--- config.mk ---
export PLATFORM = sky130hd
export DESIGN_NAME = pll_clk_monitor
export DESIGN_NICKNAME = d
export VERILOG_FILES = /design/src/rtl/audio_clk_pkg.sv /design/src/rtl/sync_rise_detect.sv /design/src/rtl/pll_clk_monitor.sv
export SDC_FILE = /design/constraint.sdc
export NUM_CORES = 1
export LEC_CHECK = 0
export ABC_AREA = 1
export BUFFER_PORTS_ARGS = -buffer_cell sky130_fd_sc_hd__buf_2
export CAP_MARGIN = 20
export CORE_MARGIN = 3
export CORE_UTILIZATION = 55
export CTS_BUF_LIST = sky130_fd_sc_hd__clkbuf_16
export CTS_CLUSTER_DIAMETER = 50
export CTS_CLUSTER_SIZE = 30
export DETAILED_ROUTE_END_ITERATION = 7
export PLACE_DENSITY = 0.84
export SLEW_MARGIN = 25
export SYNTH_ARGS = -nofsm -noshare
export SYNTH_HDL_FRONTEND = slang
export SYNTH_SLANG_ARGS = --single-unit
--- constraint.sdc ---
create_clock -name clk -period 2.1 [get_ports clk]
set_input_delay 0.63 -clock clk [delete_from_list [all_inputs] [get_ports clk]]
set_output_delay 0.63 -clock clk [all_outputs]
set_load 0.02 [all_outputs]
--- src/rtl/audio_clk_pkg.sv ---
// Shared constants for the audio clock path: rPLL frequency plan, default
// monitor limits, and the monitor FSM state type.
`timescale 1ns/1ps
package audio_clk_pkg;

    localparam int REF_HZ     = 27_000_000;
    localparam int PLL_VCO_HZ = 432_000_000;
    localparam int SDIV       = 88;
    localparam int MON_HZ     = PLL_VCO_HZ / SDIV;

    // Default 1 ms gate; expected count is the nominal edge count +/- 1 %.
    localparam int GATE_CYCLES_DEF  = REF_HZ / 1000;
    localparam int EXP_NOM          = MON_HZ / (REF_HZ / GATE_CYCLES_DEF);
    localparam int EXP_MIN_DEF      = EXP_NOM - EXP_NOM / 100;
    localparam int EXP_MAX_DEF      = EXP_NOM + EXP_NOM / 100;
    localparam int CNT_W_DEF        = 16;
    localparam int LOCK_WINDOWS_DEF = 4;

    typedef enum logic [1:0] {
        ST_IDLE    = 2'd0,
        ST_MEASURE = 2'd1,
        ST_EVAL    = 2'd2
    } mon_state_e;

endpackage

--- src/rtl/sync_rise_detect.sv ---
// Two-flop synchroniser plus history flop for an asynchronous input; emits a
// one-cycle pulse in the clk domain for each rising edge of the input.
`timescale 1ns/1ps
module sync_rise_detect (
    input  logic clk,
    input  logic rst_n,
    input  logic sig,
    output logic rise
);

    logic s1;
    logic s2;
    logic s3;

    // NOTE: non-blocking assignments make s1/s2/s3 a true shift chain; blocking ones would collapse it to one flop.
    always_ff @(posedge clk) begin
        if (!rst_n) begin
            s1 <= 1'b0;
            s2 <= 1'b0;
            s3 <= 1'b0;
        end else begin
            s1 <= sig;
            s2 <= s1;
            s3 <= s2;
        end
    end

    assign rise = s2 & ~s3;

endmodule

--- src/rtl/pll_clk_monitor.sv ---
// Frequency checker for the divided PLL audio clock: counts its rising edges
// over a fixed reference-clock gate window and tracks lock over several windows.
`timescale 1ns/1ps
module pll_clk_monitor
    import audio_clk_pkg::*;
#(
    parameter int GATE_CYCLES  = GATE_CYCLES_DEF,
    parameter int CNT_W        = CNT_W_DEF,
    parameter int EXP_MIN      = EXP_MIN_DEF,
    parameter int EXP_MAX      = EXP_MAX_DEF,
    parameter int LOCK_WINDOWS = LOCK_WINDOWS_DEF
) (
    input  logic             clk,
    input  logic             rst_n,
    input  logic             enable,
    input  logic             mon_clk,
    output logic [CNT_W-1:0] meas_count,
    output logic             meas_valid,
    output logic             in_range,
    output logic             lock,
    output logic             lock_lost
);

    localparam int GATE_W = (GATE_CYCLES > 1) ? $clog2(GATE_CYCLES) : 1;
    localparam int GOOD_W = $clog2(LOCK_WINDOWS + 1);

    localparam logic [GATE_W-1:0] GATE_LAST = GATE_W'(GATE_CYCLES - 1);
    localparam logic [CNT_W-1:0]  CNT_MIN   = CNT_W'(EXP_MIN);
    localparam logic [CNT_W-1:0]  CNT_MAX   = CNT_W'(EXP_MAX);
    localparam logic [GOOD_W-1:0] GOOD_FULL = GOOD_W'(LOCK_WINDOWS);
    localparam logic [GOOD_W-1:0] GOOD_PRE  = GOOD_W'(LOCK_WINDOWS - 1);

    mon_state_e        state;
    logic [GATE_W-1:0] gate_cnt;
    logic [CNT_W-1:0]  edge_cnt;
    logic [GOOD_W-1:0] good_cnt;
    logic              rise;
    logic              win_good;

    sync_rise_detect u_mon_sync (
        .clk   (clk),
        .rst_n (rst_n),
        .sig   (mon_clk),
        .rise  (rise)
    );

    assign win_good = (edge_cnt >= CNT_MIN) && (edge_cnt <= CNT_MAX);

    always_ff @(posedge clk) begin
        if (!rst_n) begin
            state      <= ST_IDLE;
            gate_cnt   <= '0;
            edge_cnt   <= '0;
            good_cnt   <= '0;
            meas_count <= '0;
            meas_valid <= 1'b0;
            in_range   <= 1'b0;
            lock       <= 1'b0;
            lock_lost  <= 1'b0;
        end else begin
            meas_valid <= 1'b0;
            lock_lost  <= 1'b0;

            // Disabling abandons the partial window and forgets lock history silently.
            if (!enable) begin
                state    <= ST_IDLE;
                gate_cnt <= '0;
                edge_cnt <= '0;
                good_cnt <= '0;
                lock     <= 1'b0;
            end else begin
                case (state)
                    ST_IDLE: begin
                        gate_cnt <= '0;
                        edge_cnt <= '0;
                        state    <= ST_MEASURE;
                    end

                    ST_MEASURE: begin
                        if (rise && (edge_cnt != '1))
                            edge_cnt <= edge_cnt + 1'b1;
                        if (gate_cnt == GATE_LAST)
                            state <= ST_EVAL;
                        else
                            gate_cnt <= gate_cnt + 1'b1;
                    end

                    ST_EVAL: begin
                        meas_count <= edge_cnt;
                        meas_valid <= 1'b1;
                        in_range   <= win_good;
                        gate_cnt   <= '0;
                        edge_cnt   <= '0;
                        state      <= ST_MEASURE;
                        if (win_good) begin
                            if (good_cnt != GOOD_FULL)
                                good_cnt <= good_cnt + 1'b1;
                            lock <= (good_cnt >= GOOD_PRE);
                        end else begin
                            good_cnt  <= '0;
                            lock      <= 1'b0;
                            lock_lost <= lock;
                        end
                    end

                    default: state <= ST_IDLE;
                endcase
            end
        end
    end

endmodule
==> results of run 1 <==
[cell families after synthesis]
kind of cell / synth area share
simple gates: 0.321
compound gates: 0.145
buf+inv: 0.0971
flops: 0.397
fa+ha+maj: 0.0252
xor+xnor: 0.0147
[cell usage after synthesis (2+ instances only)]
cell       n  area, um^2
nand3_2    2        20.0
buf_2      3        15.0
xor2_1     3        26.3
o21bai_1   2        15.0
nand3_1   37         185
inv_4      2        12.5
nand2_2   12        75.1
inv_2      2        7.51
nor2_2     3        18.8
o21ai_0   27         135
nand4_1    2        12.5
a21oi_2   11        96.3
nor3_1     8        40.0
nor3_4     2        32.5
nand3b_1   2        15.0
inv_1     48         180
buf_6      2        22.5
xnor2_1    2        17.5
nor2_1    43         161
nand2_1   95         357
dfxtp_1   59        1180
a21oi_1   36         180
clkbuf_1   5        18.8
clkbuf_2   2        10.0
ha_1       6        75.1
[worst max-delay path: stages, from the launching register on]
cell	delay (ps)
dfxtp_1	370
ha_1	180
nand2_1	80
nor3_1	250
nand3_1	200
nand2_1	260
inv_1	200
o21ai_0	190
a21oi_1	50
[placed cells by master (no fill, tap or decap), types with 3 or more instances in the layout]
master / synthesis / routed
a21oi_1: 36 / 36
a21oi_2: 11 / 11
buf_2: 3 / 23
buf_4: 1 / 10
bufinv_16: 0 / 3
clkbuf_16: 0 / 9
clkinv_1: 0 / 3
dfxtp_1: 59 / 59
ha_1: 6 / 6
inv_1: 48 / 48
nand2_1: 95 / 95
nand2_2: 12 / 12
nand3_1: 37 / 37
nor2_1: 43 / 43
nor2_2: 3 / 3
nor3_1: 8 / 8
o21ai_0: 27 / 27
xor2_1: 3 / 3
[sequential cells by signal, indices dropped and copies added, names as in the netlist]
| name | count |
|---|---|
| in_range | 1 |
| u_mon_sync.s1 | 1 |
| gate_cnt | 15 |
| lock | 1 |
| meas_valid | 1 |
| state | 2 |
| good_cnt | 3 |
| lock_lost | 1 |
| u_mon_sync.s2 | 1 |
| edge_cnt | 16 |
| u_mon_sync.s3 | 1 |
| meas_count | 16 |
[power by group]
group / internal [W] / switching (W)
clock network: 0.00114 / 0.000491
registers: 0.00113 / 0.00000297
logic: 0.0000183 / 0.0000506
total: 0.00229 / 0.000545
[layer usage]
layer	track usage	vias up	wire length (um)	share of wire
met5	0	-	0	0
met4	0.124	0	193	0.027
met3	0.0666	20	488	0.069
met2	0.377	110	3390	0.48
met1	0.296	1325	3030	0.43
li1	-	1413	-	-
[worst paths after layout]
kind,start,cells past startpoint,end,slack (ps)
worst max-delay path,gate_cnt[0],8,gate_cnt[0],210
worst min-delay path,u_mon_sync.s1,2,u_mon_sync.s2,440
worst max register to register,gate_cnt[0],8,gate_cnt[0],210
worst min register to register,u_mon_sync.s1,2,u_mon_sync.s2,440
[layout make-up]
class / count / area, um^2
multi-input combinational: 297 / 1510
fill: 431 / 1680
tap: 70 / 87.6
clock inverter: 7 / 106
inverter: 52 / 200
timing repair buffer: 33 / 190
sequential: 59 / 1180
clock buffer: 9 / 225
[repair_timing]
item                                    CTS  global route
buffers inserted                          0             5
resized for setup                         0             0
endpoints found under the setup margin    0             5
[metrics by stage]
step                      setup WS [ps]  instances  hold slack (ps)  power [W]
after floorplan                     604        422              390    0.00120
after global placement              196        506              394    0.00121
after detailed placement           97.8        506              409    0.00122
after CTS                          41.6        522              434    0.00285
after global routing               99.7        527              446    0.00290
final                               212        527              443    0.00283
==> results by group, run 1 <==
GRT
  • Largest net degree at the start of global routing: 28
  • Antenna violations before repair: 0
  • First-pass GRT wire length: ~12000 um
  • Overall global routing resource usage: 0.239
  • Vias in the first global route: 2656
  • GRT overflow: 0

Logic synthesis
  • Library cells used by synthesis: 31
  • Mapped Cells: about 420
  • Yosys warning count: 0
  • Avg Cell Area, Syn: 7.05 um^2
  • Syn Std Cell Area: 2980 um^2
  • Yosys reg bits: between 50 and 60
  • EDFF count, synth: 0
  • Sequential-to-total area share from yosys stat: 0.397
  • Post-Syn Nets: 432
  • Dominant synthesized flop cell: dfxtp_1
  • FFs w/ async S/R, synth: 0

STA
  • Slew HR: 0.665
  • Setup-failing EPs final: 0
  • Tmin final: 1890 ps
  • Clk_skew: 4.41 ps
  • Fin Setup TNS: 0 ps
  • Final hold vios: 0
  • FMAX: 0.530 GHz
  • Period utilization: 0.899
  • Unrepaired setup endpoints after global routing: false
  • Least-Margin Pin Slew: 499 ps
  • Slew Limit Fails: 0

Die
  • Row cnt: 26
  • Initial core utilization: 0.575
  • Die width: 79.6 um
  • Die ar.: 6330 um^2
  • Die Y: 79.6 um
  • Core area: about 5200 um^2
  • # IOs: 24

Clock tree
  • H-tree depth: 3
  • CTS root buf: clkbuf_16
  • Clock-pin slew on the worst setup and hold paths: roughly 50 ps
  • CTS tree: built
  • Total CTS buffers: 9
  • Clock buffer depth: 2
  • CTS Hold Bufs: 0
  • Clk sinks: between 50 and 60
  • Clk_lat worst skew: 330 ps

Route
  • Pre-antenna DRT Iters: 5
  • Antenna Nets Post-Route: 0
  • DRT iter0 DRCs: ~260
  • DRC: 0
  • DR vias: 2868
  • Drt total wl: 7100 um
  • Avg WL per Cell: 13.5 um
  • Via density: 5.44

Critical path
  • Critical path peak fanout: 8
  • CP Data Required Time: 2310 ps
  • Worst Path Class, Setup: reg2reg
  • Arrival time at the worst endpoint: between 2000 and 2500 ps
  • Crit path launch type: flip-flop
  • Worst setup EP type: flip-flop

Placed design
  • RD Place Congestion: between 0.9 and 1
  • Hpwl dp: 4700 um
  • Port Buffer Count: 23
  • Placed instance area: 3130 um^2

Cells and area
  • Antenna Diode Count: 0
  • Area Growth Syn to Fin: 17.5%
  • Final core occ: 0.676
  • Final #Nets: 462
  • Layout cells sized above 1: 0.182
  • Post-route cell area: about 3500 um^2

Power
  • VDD IR-drop max: 516 uV
  • Leakage power: 1.37 nW
  • Power per Cell Area: roughly 800 nW/um^2

Outcome
  • Status: complete, no violations

Hold path
  • Worst min-delay path category: reg2reg

Job
  • MaxCap Viol Count: 0
(Power assumes the default switching activity.)
==> run 2, diff against run 1 <==
Settings changed: SYNTH_HIERARCHICAL set to 1.
==> run 2 against run 1 <==
  * Total power shrank 0.20%
  * Final cell count shrank 0.95%
  * Register-to-register slack gained 50 ps
  * Critical path depth grew 1
  * Worst hold slack lost 36 ps
  * Clock power is essentially flat
  * First-iteration DRC count shrank 16%
  * Critical path type unchanged
==> results by group, run 2 <==
Outcome
  • Status: complete, no violations

Route
  • Via density: 5.44 (about the same)
  • Antenna Nets Post-Route: 0 (unchanged)
  • Drt total wl: 6870 um (-3.2%)
  • DRC: 0 (unchanged)
  • DR vias: 2838 (-1.0%)
  • Avg WL per Cell: 13.2 um (-2.3%)
  • DRT iter0 DRCs: 219 (-16%)
  • Pre-antenna DRT Iters: 4 (-1)

Clock tree
  • Total CTS buffers: 9 (unchanged)
  • CTS Hold Bufs: 0 (unchanged)
  • Clk_lat worst skew: 330 ps (about the same)
  • Clock-pin slew on the worst setup and hold paths: 50 ps (about the same)
  • # resized after CTS: 0 (unchanged)
  • Clock buffer depth: 2 (unchanged)
  • Clk sinks: 59 (unchanged)
  • Setup repair bufs after CTS: 0 (unchanged)
  • H-tree depth: 3 (unchanged)
  • CTS root buf: clkbuf_16
  • CTS tree: built

STA
  • Final hold vios: 0 (unchanged)
  • Slew HR: 0.655 (-0.00907)
  • FMAX: 0.543 GHz (+2.5%)
  • Slew Limit Fails: 0 (unchanged)
  • Setup-failing EPs final: 0 (unchanged)
  • Unrepaired setup endpoints after global routing: false
  • Tmin final: 1840 ps (-45.8 ps)
  • Fin Setup TNS: 0 ps (unchanged)
  • Period utilization: 0.877 (-0.0218)
  • Final setup margin: 257 ps (+45.8 ps)
  • Least-Margin Pin Slew: 516 ps (+16.9 ps)
  • Clk_skew: 7.74 ps (+3.33 ps)

Cells and area
  • Largest regs: edge_cnt: 16 flops, meas_count: 16 flops, gate_cnt: 15 flops
  • Layout cells sized above 1: 0.156 (-0.0256)
  • Layout Cells excl Fill: 522 (-0.95%)
  • Most frequent cells in the layout: nand2_1 (84), dfxtp_1 (59), nor2_1 (55)
  • Antenna Diode Count: 0 (unchanged)
  • Area Growth Syn to Fin: 17.4% (about the same)
  • Most common cell after layout, fill and taps aside: nand2_1
  • Final #Nets: 460 (-0.43%)
  • Fillers: 402 (-6.7%)
  • Post-route cell area: 3440 um^2 (-1.7%)
  • Final core occ: 0.695 (+0.0193)

GRT
  • GRT overflow: 0 (unchanged)
  • First-pass GRT wire length: 11800 um (-0.46%)
  • Largest net degree at the start of global routing: 30 (+7.1%)
  • Antenna violations before repair: 0 (unchanged)
  • Overall global routing resource usage: 0.240 (+0.000455)
  • Vias in the first global route: 2702 (+1.7%)

Die
  • Core area: 4940 um^2 (-4.5%)
  • Row cnt: 25 (-3.8%)
  • Die ar.: 6230 um^2 (-1.5%)
  • # IOs: 24 (unchanged)
  • Die Y: 78.9 um (-0.76%)
  • Initial core utilization: 0.592 (+0.0169)
  • Die width: 78.9 um (-0.76%)

Critical path
  • Critical path buffer and inverter count: 1 (unchanged)
  • Reg-to-reg endpoint: edge_cnt[12]
  • Critical Path, Cell by Cell: ha_1 > inv_1 > nor2_4 > nand3_2 > nor2_2 > nor2_2 > nand3_1 > nor2_1 > nor2_1
  • R2R setup slack: 260 ps (+50 ps)
  • Worst Reg2Reg Path Length in Cells: 9 (+1)
  • CP Launch Point: edge_cnt[0]
  • CP Data Required Time: 2320 ps (about the same)
  • Crit-path slowest cell: nor2_2
  • Crit path largest cell delay: 400 ps (+30 ps)
  • Arrival time at the worst endpoint: 2060 ps (-40 ps)
  • Crit path depth: 9 (+1)
  • Crit path launch type: flip-flop
  • Crit path to: edge_cnt[12]
  • Worst Path Class, Setup: reg2reg
  • Critical path peak fanout: 13 (+5)
  • Worst setup EP type: flip-flop
  • Delay-heaviest family, CP: simple AND/OR/NAND/NOR gates
  • Worst r2r src: edge_cnt[0]

Hold path
  • Worst min-delay path category: reg2reg

Power
  • Logic pwr share: 0.022 (-0.002)
  • Internal Power: 0.00228 W (about the same)
  • Seq pwr share: 0.399 (about the same)
  • Clock share of power: 0.578 (about the same)
  • Leakage power: 1.33 nW (-2.7%)
  • Power per Cell Area: 822 nW/um^2 (+1.5%)
  • Switching power: 0.000541 W (-0.72%)
  • Net switching fraction of the power: 0.191 (-0.00101)
  • VDD IR-drop max: 622 uV (+21%)

Logic synthesis
  • Count leader, synth: nand2_1
  • Syn Std Cell Area: 2930 um^2 (-1.6%)
  • FFs w/ async S/R, synth: 0 (unchanged)
  • EDFF count, synth: 0 (unchanged)
  • Dominant synthesized flop cell: dfxtp_1
  • Post-synth top area cell: dfxtp_1
  • Post-Syn Nets: 432 (unchanged)
  • Mapped Cells: 422 (unchanged)
  • Synth top area share: 0.404 (+0.00662)
  • Yosys reg bits: 59 (unchanged)
  • Most common library cells after synthesis: nand2_1 (84), dfxtp_1 (59), nor2_1 (55)
  • Avg Cell Area, Syn: 6.93 um^2 (-1.6%)
  • Yosys warning count: 6 (+6)
  • Library cells used by synthesis: 29 (-6.5%)
  • Synth area leaders: dfxtp_1 (40%), nand2_1 (11%), nor2_1 (7.1%), a21oi_1 (6.8%), inv_1 (6.3%)
  • Sequential-to-total area share from yosys stat: 0.404 (+0.00662)

Placed design
  • Hpwl dp: 4700 um (about the same)
  • Placed instance area: 3100 um^2 (-0.72%)
  • Port Buffer Count: 23 (unchanged)
  • RD Place Congestion: 0.894 (-0.79%)
  • Setup WS pre-CTS: 284 ps (+186 ps)
  • Dpl cells: 506 (unchanged)

Job
  • MaxCap Viol Count: 0 (unchanged)
[run 2: power by group through the flow]
stage	sequential (W)	clock, W	combinational [W]
2_1_floorplan	0.00115	0	0.0000396
3_3_place_gp	0.00115	0	0.0000607
3_5_place_dp	0.00115	0	0.0000615
4_1_cts	0.00113	0.00164	0.0000624
5_1_grt	0.00113	0.00169	0.0000714
6_report	0.00113	0.00163	0.0000635
[run 2: area by class of cell]
cell class	count	area, um^2	share of cell area
Clock inverter	7	106	0.0310
Sequential cell	59	1180	0.344
Multi-Input combinational cell	299	1480	0.431
Tap cell	67	83.8	0.0244
Clock buffer	9	225	0.0655
Timing Repair Buffer	30	168	0.0488
Inverter	51	191	0.0557
[run 2: worst min-delay path by stage]
stage	from	end	slack (ps)	cells past startpoint
finish	u_mon_sync/s1	u_mon_sync/s2	410	2
global route	u_mon_sync/s1	u_mon_sync/s2	460	2
CTS	u_mon_sync/s1	u_mon_sync/s2	410	2
detailed placement	u_mon_sync/s1	u_mon_sync/s2	400	2
global placement	u_mon_sync/s1	u_mon_sync/s2	390	2
floorplan	u_mon_sync/s1	u_mon_sync/s2	390	2
[run 2: routing by layer]
metal / GRT usage / part of all wire
met1: 0.295 / 0.43
met2: 0.391 / 0.49
met3: 0.0692 / 0.059
met4: 0.101 / 0.018
met5: 0 / 0
[run 2: metrics by stage]
step	total power [W]	hold slack [ps]
after floorplan	0.00119	386
after global placement	0.00121	387
after detailed placement	0.00121	400
after CTS	0.00283	409
after global routing	0.00289	461
final	0.00283	407
[run 2: cell families after synthesis]
group                    count (synthesis)  synth area share
AO/OA/AOI/OAI                           73             0.130
flip-flops                              59             0.404
adder cells (fa/ha/maj)                  6            0.0257
AND/OR/NAND/NOR                        218             0.344
buffers and inverters                   64            0.0906
XOR/XNOR                                 2           0.00599
[run 2: worst reg2reg max path, cell delays in order (launching register included)]
cell and delay, ps:
dfxtp_1 380, ha_1 300, inv_1 120, nor2_4 70
nand3_2 80, nor2_2 40, nor2_2 400, nand3_1 170
nor2_1 130, nor2_1 50
